### config.mk
export PLATFORM = sky130hd
export DESIGN_NAME = pc_fetch_unit
export DESIGN_NICKNAME = d
export VERILOG_FILES = /design/src/rtl/pc_fetch_unit.sv
export SDC_FILE = /design/constraint.sdc
export NUM_CORES = 1
export LEC_CHECK = 0
export CAP_MARGIN = 20
export CORE_MARGIN = 5
export CORE_UTILIZATION = 51
export DETAILED_ROUTE_END_ITERATION = 10
export HOLD_SLACK_MARGIN = 0.02
export PLACE_DENSITY = 0.79
export REMOVE_ABC_BUFFERS = 1
export SYNTH_ARGS = -nofsm -noshare
export SYNTH_HDL_FRONTEND = slang
export SYNTH_SLANG_ARGS = --single-unit
### constraint.sdc
create_clock -name clk -period 2.26 [get_ports clk]
set_input_delay 0.452 -clock clk [delete_from_list [all_inputs] [get_ports clk]]
set_output_delay 0.452 -clock clk [all_outputs]
set_load 0.02 [all_outputs]
### src/rtl/pc_fetch_unit.sv
// -----------------------------------------------------------------------------
// pc_fetch_unit
// Program counter stage in front of instruction memory. Presents word
// addresses over a valid/ready handshake and supports:
// - sequential increment
// - jump redirect (held as pending while a fetch is outstanding)
// - halt
// - end-of-program detection
//
// Ports:
//   clk          in   rising-edge clock
//   reset        in   asynchronous reset, active-high
//   start        in   leave IDLE and begin fetching
//   halt_req     in   request stop (taken at next handshake, or at once in IDLE)
//   jump_valid   in   one-cycle jump request
//   jump_addr    in   jump target
//   mem_ready    in   memory accepts pc_addr this cycle
//   pc_addr      out  current fetch address (registered)
//   addr_valid   out  pc_addr is a live fetch request
//   halted       out  block is in HALT (left only through reset)
//   fetch_count  out  completed handshakes, saturating at all-ones
// -----------------------------------------------------------------------------
module pc_fetch_unit #(
    parameter int ADDR_W     = 8,
    parameter int RESET_ADDR = 0,
    parameter int LAST_ADDR  = 255,
    parameter bit WRAP       = 1'b0,
    parameter int CNT_W      = 16
) (
    input  logic              clk,
    input  logic              reset,
    input  logic              start,
    input  logic              halt_req,
    input  logic              jump_valid,
    input  logic [ADDR_W-1:0] jump_addr,
    input  logic              mem_ready,
    output logic [ADDR_W-1:0] pc_addr,
    output logic              addr_valid,
    output logic              halted,
    output logic [CNT_W-1:0]  fetch_count
);

    typedef enum logic [1:0] {
        ST_IDLE  = 2'd0,
        ST_FETCH = 2'd1,
        ST_HALT  = 2'd2
    } state_t;

    localparam logic [ADDR_W-1:0] RESET_PC = ADDR_W'(RESET_ADDR);
    localparam logic [ADDR_W-1:0] LAST_PC  = ADDR_W'(LAST_ADDR);
    localparam logic [ADDR_W-1:0] PC_ONE   = ADDR_W'(1);
    localparam logic [ADDR_W-1:0] PC_ZERO  = {ADDR_W{1'b0}};
    localparam logic [CNT_W-1:0]  CNT_ONE  = CNT_W'(1);
    localparam logic [CNT_W-1:0]  CNT_ZERO = {CNT_W{1'b0}};
    localparam logic [CNT_W-1:0]  CNT_MAX  = {CNT_W{1'b1}};

    state_t            state_r;
    state_t            next_state_s;
    logic [ADDR_W-1:0] pc_r;
    logic [ADDR_W-1:0] pc_nxt_s;
    logic [ADDR_W-1:0] pend_addr_r;
    logic [ADDR_W-1:0] pend_addr_nxt_s;
    logic              pend_valid_r;
    logic              pend_valid_nxt_s;
    logic              halt_flag_r;
    logic              halt_flag_nxt_s;
    logic [CNT_W-1:0]  cnt_r;
    logic [CNT_W-1:0]  cnt_nxt_s;
    logic              addr_valid_r;
    logic              halted_r;
    logic              handshake_s;
    logic              end_halt_s;

    assign handshake_s = addr_valid_r & mem_ready;
    // Falling off the end only stops us when nothing redirects the PC.
    assign end_halt_s  = (pc_r == LAST_PC) & ~WRAP & ~jump_valid & ~pend_valid_r;

    // State register.
    always_ff @(posedge clk or posedge reset) begin
        if (reset) begin
            state_r <= ST_IDLE;
        end else begin
            state_r <= next_state_s;
        end
    end

    // Next-state decode.
    always_comb begin
        next_state_s = state_r;
        case (state_r)
            ST_IDLE: begin
                if (halt_req) begin
                    next_state_s = ST_HALT;
                end else if (start) begin
                    next_state_s = ST_FETCH;
                end else begin
                    next_state_s = ST_IDLE;
                end
            end
            ST_FETCH: begin
                if (handshake_s && (halt_flag_r || halt_req || end_halt_s)) begin
                    next_state_s = ST_HALT;
                end else begin
                    next_state_s = ST_FETCH;
                end
            end
            ST_HALT: next_state_s = ST_HALT;
            default: next_state_s = ST_IDLE;
        endcase
    end

    // Next PC, pending jump, halt flag and counter values.
    always_comb begin
        pc_nxt_s         = pc_r;
        pend_addr_nxt_s  = pend_addr_r;
        pend_valid_nxt_s = pend_valid_r;
        halt_flag_nxt_s  = halt_flag_r;
        cnt_nxt_s        = cnt_r;
        case (state_r)
            ST_IDLE: begin
                if (jump_valid) begin
                    pc_nxt_s = jump_addr;
                end else begin
                    pc_nxt_s = pc_r;
                end
            end
            ST_FETCH: begin
                if (handshake_s) begin
                    pend_valid_nxt_s = 1'b0;
                    if (cnt_r == CNT_MAX) begin
                        cnt_nxt_s = cnt_r;
                    end else begin
                        cnt_nxt_s = cnt_r + CNT_ONE;
                    end
                    // A jump arriving with the handshake beats an older pending one.
                    if (jump_valid) begin
                        pc_nxt_s = jump_addr;
                    end else if (pend_valid_r) begin
                        pc_nxt_s = pend_addr_r;
                    end else if (pc_r == LAST_PC) begin
                        if (WRAP) begin
                            pc_nxt_s = PC_ZERO;
                        end else begin
                            pc_nxt_s = pc_r;
                        end
                    end else begin
                        pc_nxt_s = pc_r + PC_ONE;
                    end
                end else begin
                    // Address must stay stable while memory stalls; park the jump.
                    if (jump_valid) begin
                        pend_valid_nxt_s = 1'b1;
                        pend_addr_nxt_s  = jump_addr;
                    end else begin
                        pend_valid_nxt_s = pend_valid_r;
                    end
                    if (halt_req) begin
                        halt_flag_nxt_s = 1'b1;
                    end else begin
                        halt_flag_nxt_s = halt_flag_r;
                    end
                end
            end
            ST_HALT: pc_nxt_s = pc_r;
            default: pc_nxt_s = pc_r;
        endcase
    end

    // Datapath and registered outputs.
    always_ff @(posedge clk or posedge reset) begin
        if (reset) begin
            pc_r         <= RESET_PC;
            pend_addr_r  <= PC_ZERO;
            pend_valid_r <= 1'b0;
            halt_flag_r  <= 1'b0;
            cnt_r        <= CNT_ZERO;
            addr_valid_r <= 1'b0;
            halted_r     <= 1'b0;
        end else begin
            pc_r         <= pc_nxt_s;
            pend_addr_r  <= pend_addr_nxt_s;
            pend_valid_r <= pend_valid_nxt_s;
            halt_flag_r  <= halt_flag_nxt_s;
            cnt_r        <= cnt_nxt_s;
            addr_valid_r <= (next_state_s == ST_FETCH);
            halted_r     <= (next_state_s == ST_HALT);
        end
    end

    assign pc_addr     = pc_r;
    assign addr_valid  = addr_valid_r;
    assign halted      = halted_r;
    assign fetch_count = cnt_r;

endmodule

==> flow_summary.toml <==
[detailed_routing]
drt-initial-drc-count = 64
num_vias = 1682
drt_wl_total_mm = 4.43
postRouteAntennaNets = 0
route.detailed.drc = 0
wire_per_inst_um = 15.2
via_per_inst = 5.78
dr.pass1.iters = 4

[worst_setup_path]
crit_path_start_kind = "register"
critical_path_buf_inv_count = 1
path_cells = "clkdlybuf4s50_1"
max_stage_delay_ps = 680
required_ps = 1810
worstPathArrival_ps = 1510
cp_top_family = "buffers and inverters"
setup.worst_path.end_class = "output pin"
reg2reg_to = "pc_addr[0]"
r2r_cells = 6
setup.worst_path.end = "pc_addr[2]"
cp_slowest_cell = "clkdlybuf4s50_1"
worst-path-stages = 1
r2r_slack_ps = 430
crit_type = "register to output pin"
crit_path_start = "pc_addr[2]"
regToRegStartpoint = "pc_addr[0]"
crit_fanout = 10

[logic_synthesis]
synth.most_common_cell = "dfrtp_1"
synth_area_per_cell_um2 = 10.5
ys_types = 43
yosysSeqAreaShare = 0.468
syn_area_um2 = 2030
ys.flop_type = "dfrtp_1"
synth-seq-cells = 38
synth_edf_count = 0
synth-async-reset-ratio = 1.00
synth_common_cells = "38 x dfrtp_1, 15 x nand2_1, 14 x a21oi_1"
netlist.area_leader.share = 0.468
ys_warn_count = 0
synth_largest_area_cell = "dfrtp_1"
synth_cells = 193
synthTopCellsByArea = "dfrtp_1 47%, mux2_2 5.0%, xor2_1 4.7%"

[clocking]
worst_skew_pair.late_latency_ps = 290
cts_made_buffers = 5
cts_setup_buffers = 0
holdBufCountCts = 0
cts_sinks = 38
cts_tree = "done"
htree_levels = 2
clk_pin_slew_worst_paths_ps = 70
post_cts_resized = 0
cts-root-buf = "clkbuf_8"
cts_buffer_depth = 2

[pwr]
netSwitchingPower_w = 0.000496
powerDensity_nw_per_um2 = 629
pwr-share-seq = 0.491
power_w = 0.00164
combinationalPowerShare = 0.240
clockPowerShare = 0.269
sw_frac_of_total = 0.302
ir_drop_v = 0.000374
power.leakage_nw = 1.19
p_int_w = 0.00115

[cells_and_area]
finalNetCount = 257
drive_above_1_share = 0.154
diodes = 0
design_area_um2 = 2610
syn_to_final_growth_pct = 28.4

[global_routing]
grt_overflow = 0
grt_pass1_wl_mm = 7.51
grt_usage = 0.183
antenna_found_initial = 0
grt_max_degree = 17
grt_pass1_vias = 1610

[sta]
post-route-period-util = 0.868
rsz0062_at_grt = "no"
hold_viol_final = 0
slew_viol_final = 0
setup_viol = 0
whs_ps = 455
finalClockSkew_ps = 2.45
slew_headroom = 0.704
max_freq_mhz = 510
fin_crit_ps = 1960
tightest_slew_ps = 443

[run]
drv_cap = 0

[placement]
place_area_um2 = 2530
port_buffers = 39
dp_hpwl_mm = 3.30
gp_congestion = 0.830

[floorplan]
num_rows = 23
die_area_um2 = 5350
die-height_um = 73.1
start_util = 0.516
ios = 40
fp.dieW_um = 73.1
core-area_um2 = 3940

[worst_hold_path]
hp-class = "input pin to asynchronous set/reset pin"

[outcome]
status = "finished, final reports clean"
[how the worst min path moves through the flow]
stage / startpoint / endpoint / cells after the start
global placement: halt_flag_r / halt_flag_r / 1
global route: halt_flag_r / halt_flag_r / 1
finish: reset / fetch_count[14] / 2
floorplan: halt_flag_r / halt_flag_r / 1
CTS: reset / fetch_count[14] / 2
detailed placement: halt_flag_r / halt_flag_r / 1
[cell usage in the layout (no fill, tap or decap), types with 3 or more instances in the layout]
cell type and n:
a211oi_1 4, xor2_1 11, nor4_1 5, mux2_2 9, o21ai_0 3, mux2_4 5
buf_4 9, nor2b_1 5, clkbuf_8 5, mux2i_1 4, a31oi_1 3, nand2_1 15
nand4b_1 3, nor3_1 4, a21oi_1 14, nand3_1 4, nand4_1 8, nor2_1 8
inv_1 7, clkdlybuf4s50_1 39, o31ai_1 7, dfrtp_1 38
[sequential cells by signal, indices dropped and copies added (netlist names)]
name	cells
pend_addr_r	8
state_r	2
pend_valid_r	1
addr_valid	1
halt_flag_r	1
pc_addr	8
halted	1
fetch_count	16
[logic make-up after synthesis]
logic type | count (synthesis) | share of synthesized area
AOI/OAI and AO/OA | 40 | 0.128
xor gates and xnor gates | 13 | 0.0560
adders and majority gates | 2 | 0.0123
buffers and inverters | 15 | 0.0338
DFF | 38 | 0.468
muxes | 18 | 0.106
and+or+nand+nor | 67 | 0.196
[per-layer routing]
metal / vias to the layer above / routed length [um] / GRT usage
met5: - / 0 / 0
met4: 0 / 110 / 0.0840
met3: 11 / 259 / 0.0344
met2: 54 / 2120 / 0.291
met1: 809 / 1940 / 0.241
li1: 808 / - / -
[power by group through the flow]
stage | Sequential, W | Clock (W) | Combinational, W
6_report | 0.000806 | 0.000441 | 0.000394
5_1_grt | 0.000815 | 0.000491 | 0.000432
4_1_cts | 0.000805 | 0.000460 | 0.000400
3_5_place_dp | 0.000818 | 0 | 0.000398
3_3_place_gp | 0.000814 | 0 | 0.000388
2_1_floorplan | 0.000863 | 0 | 0.000160
[area by class of cell]
type | instances | area, um2
Clock buffer | 5 | 68.8
Tap cell | 50 | 62.6
Fill cell | 337 | 1330
Multi-Input combinational cell | 140 | 1010
Clock inverter | 2 | 10.0
Inverter | 7 | 26.3
Sequential cell | 38 | 951
Timing Repair Buffer | 49 | 478
[metrics by stage]
stage | utilization | TNS, ps | std cells | setup slack [ps]
6_report | 0.662 | 0 | 291 | 299
5_1_grt | 0.662 | 0 | 291 | 213
4_1_cts | 0.662 | 0 | 291 | 281
3_5_place_dp | 0.642 | 0 | 284 | 54.0
3_3_place_gp | 0.642 | 0 | 284 | 107
2_1_floorplan | - | -145 | 185 | -132
Note: power is estimated with default switching activity, not from simulation.
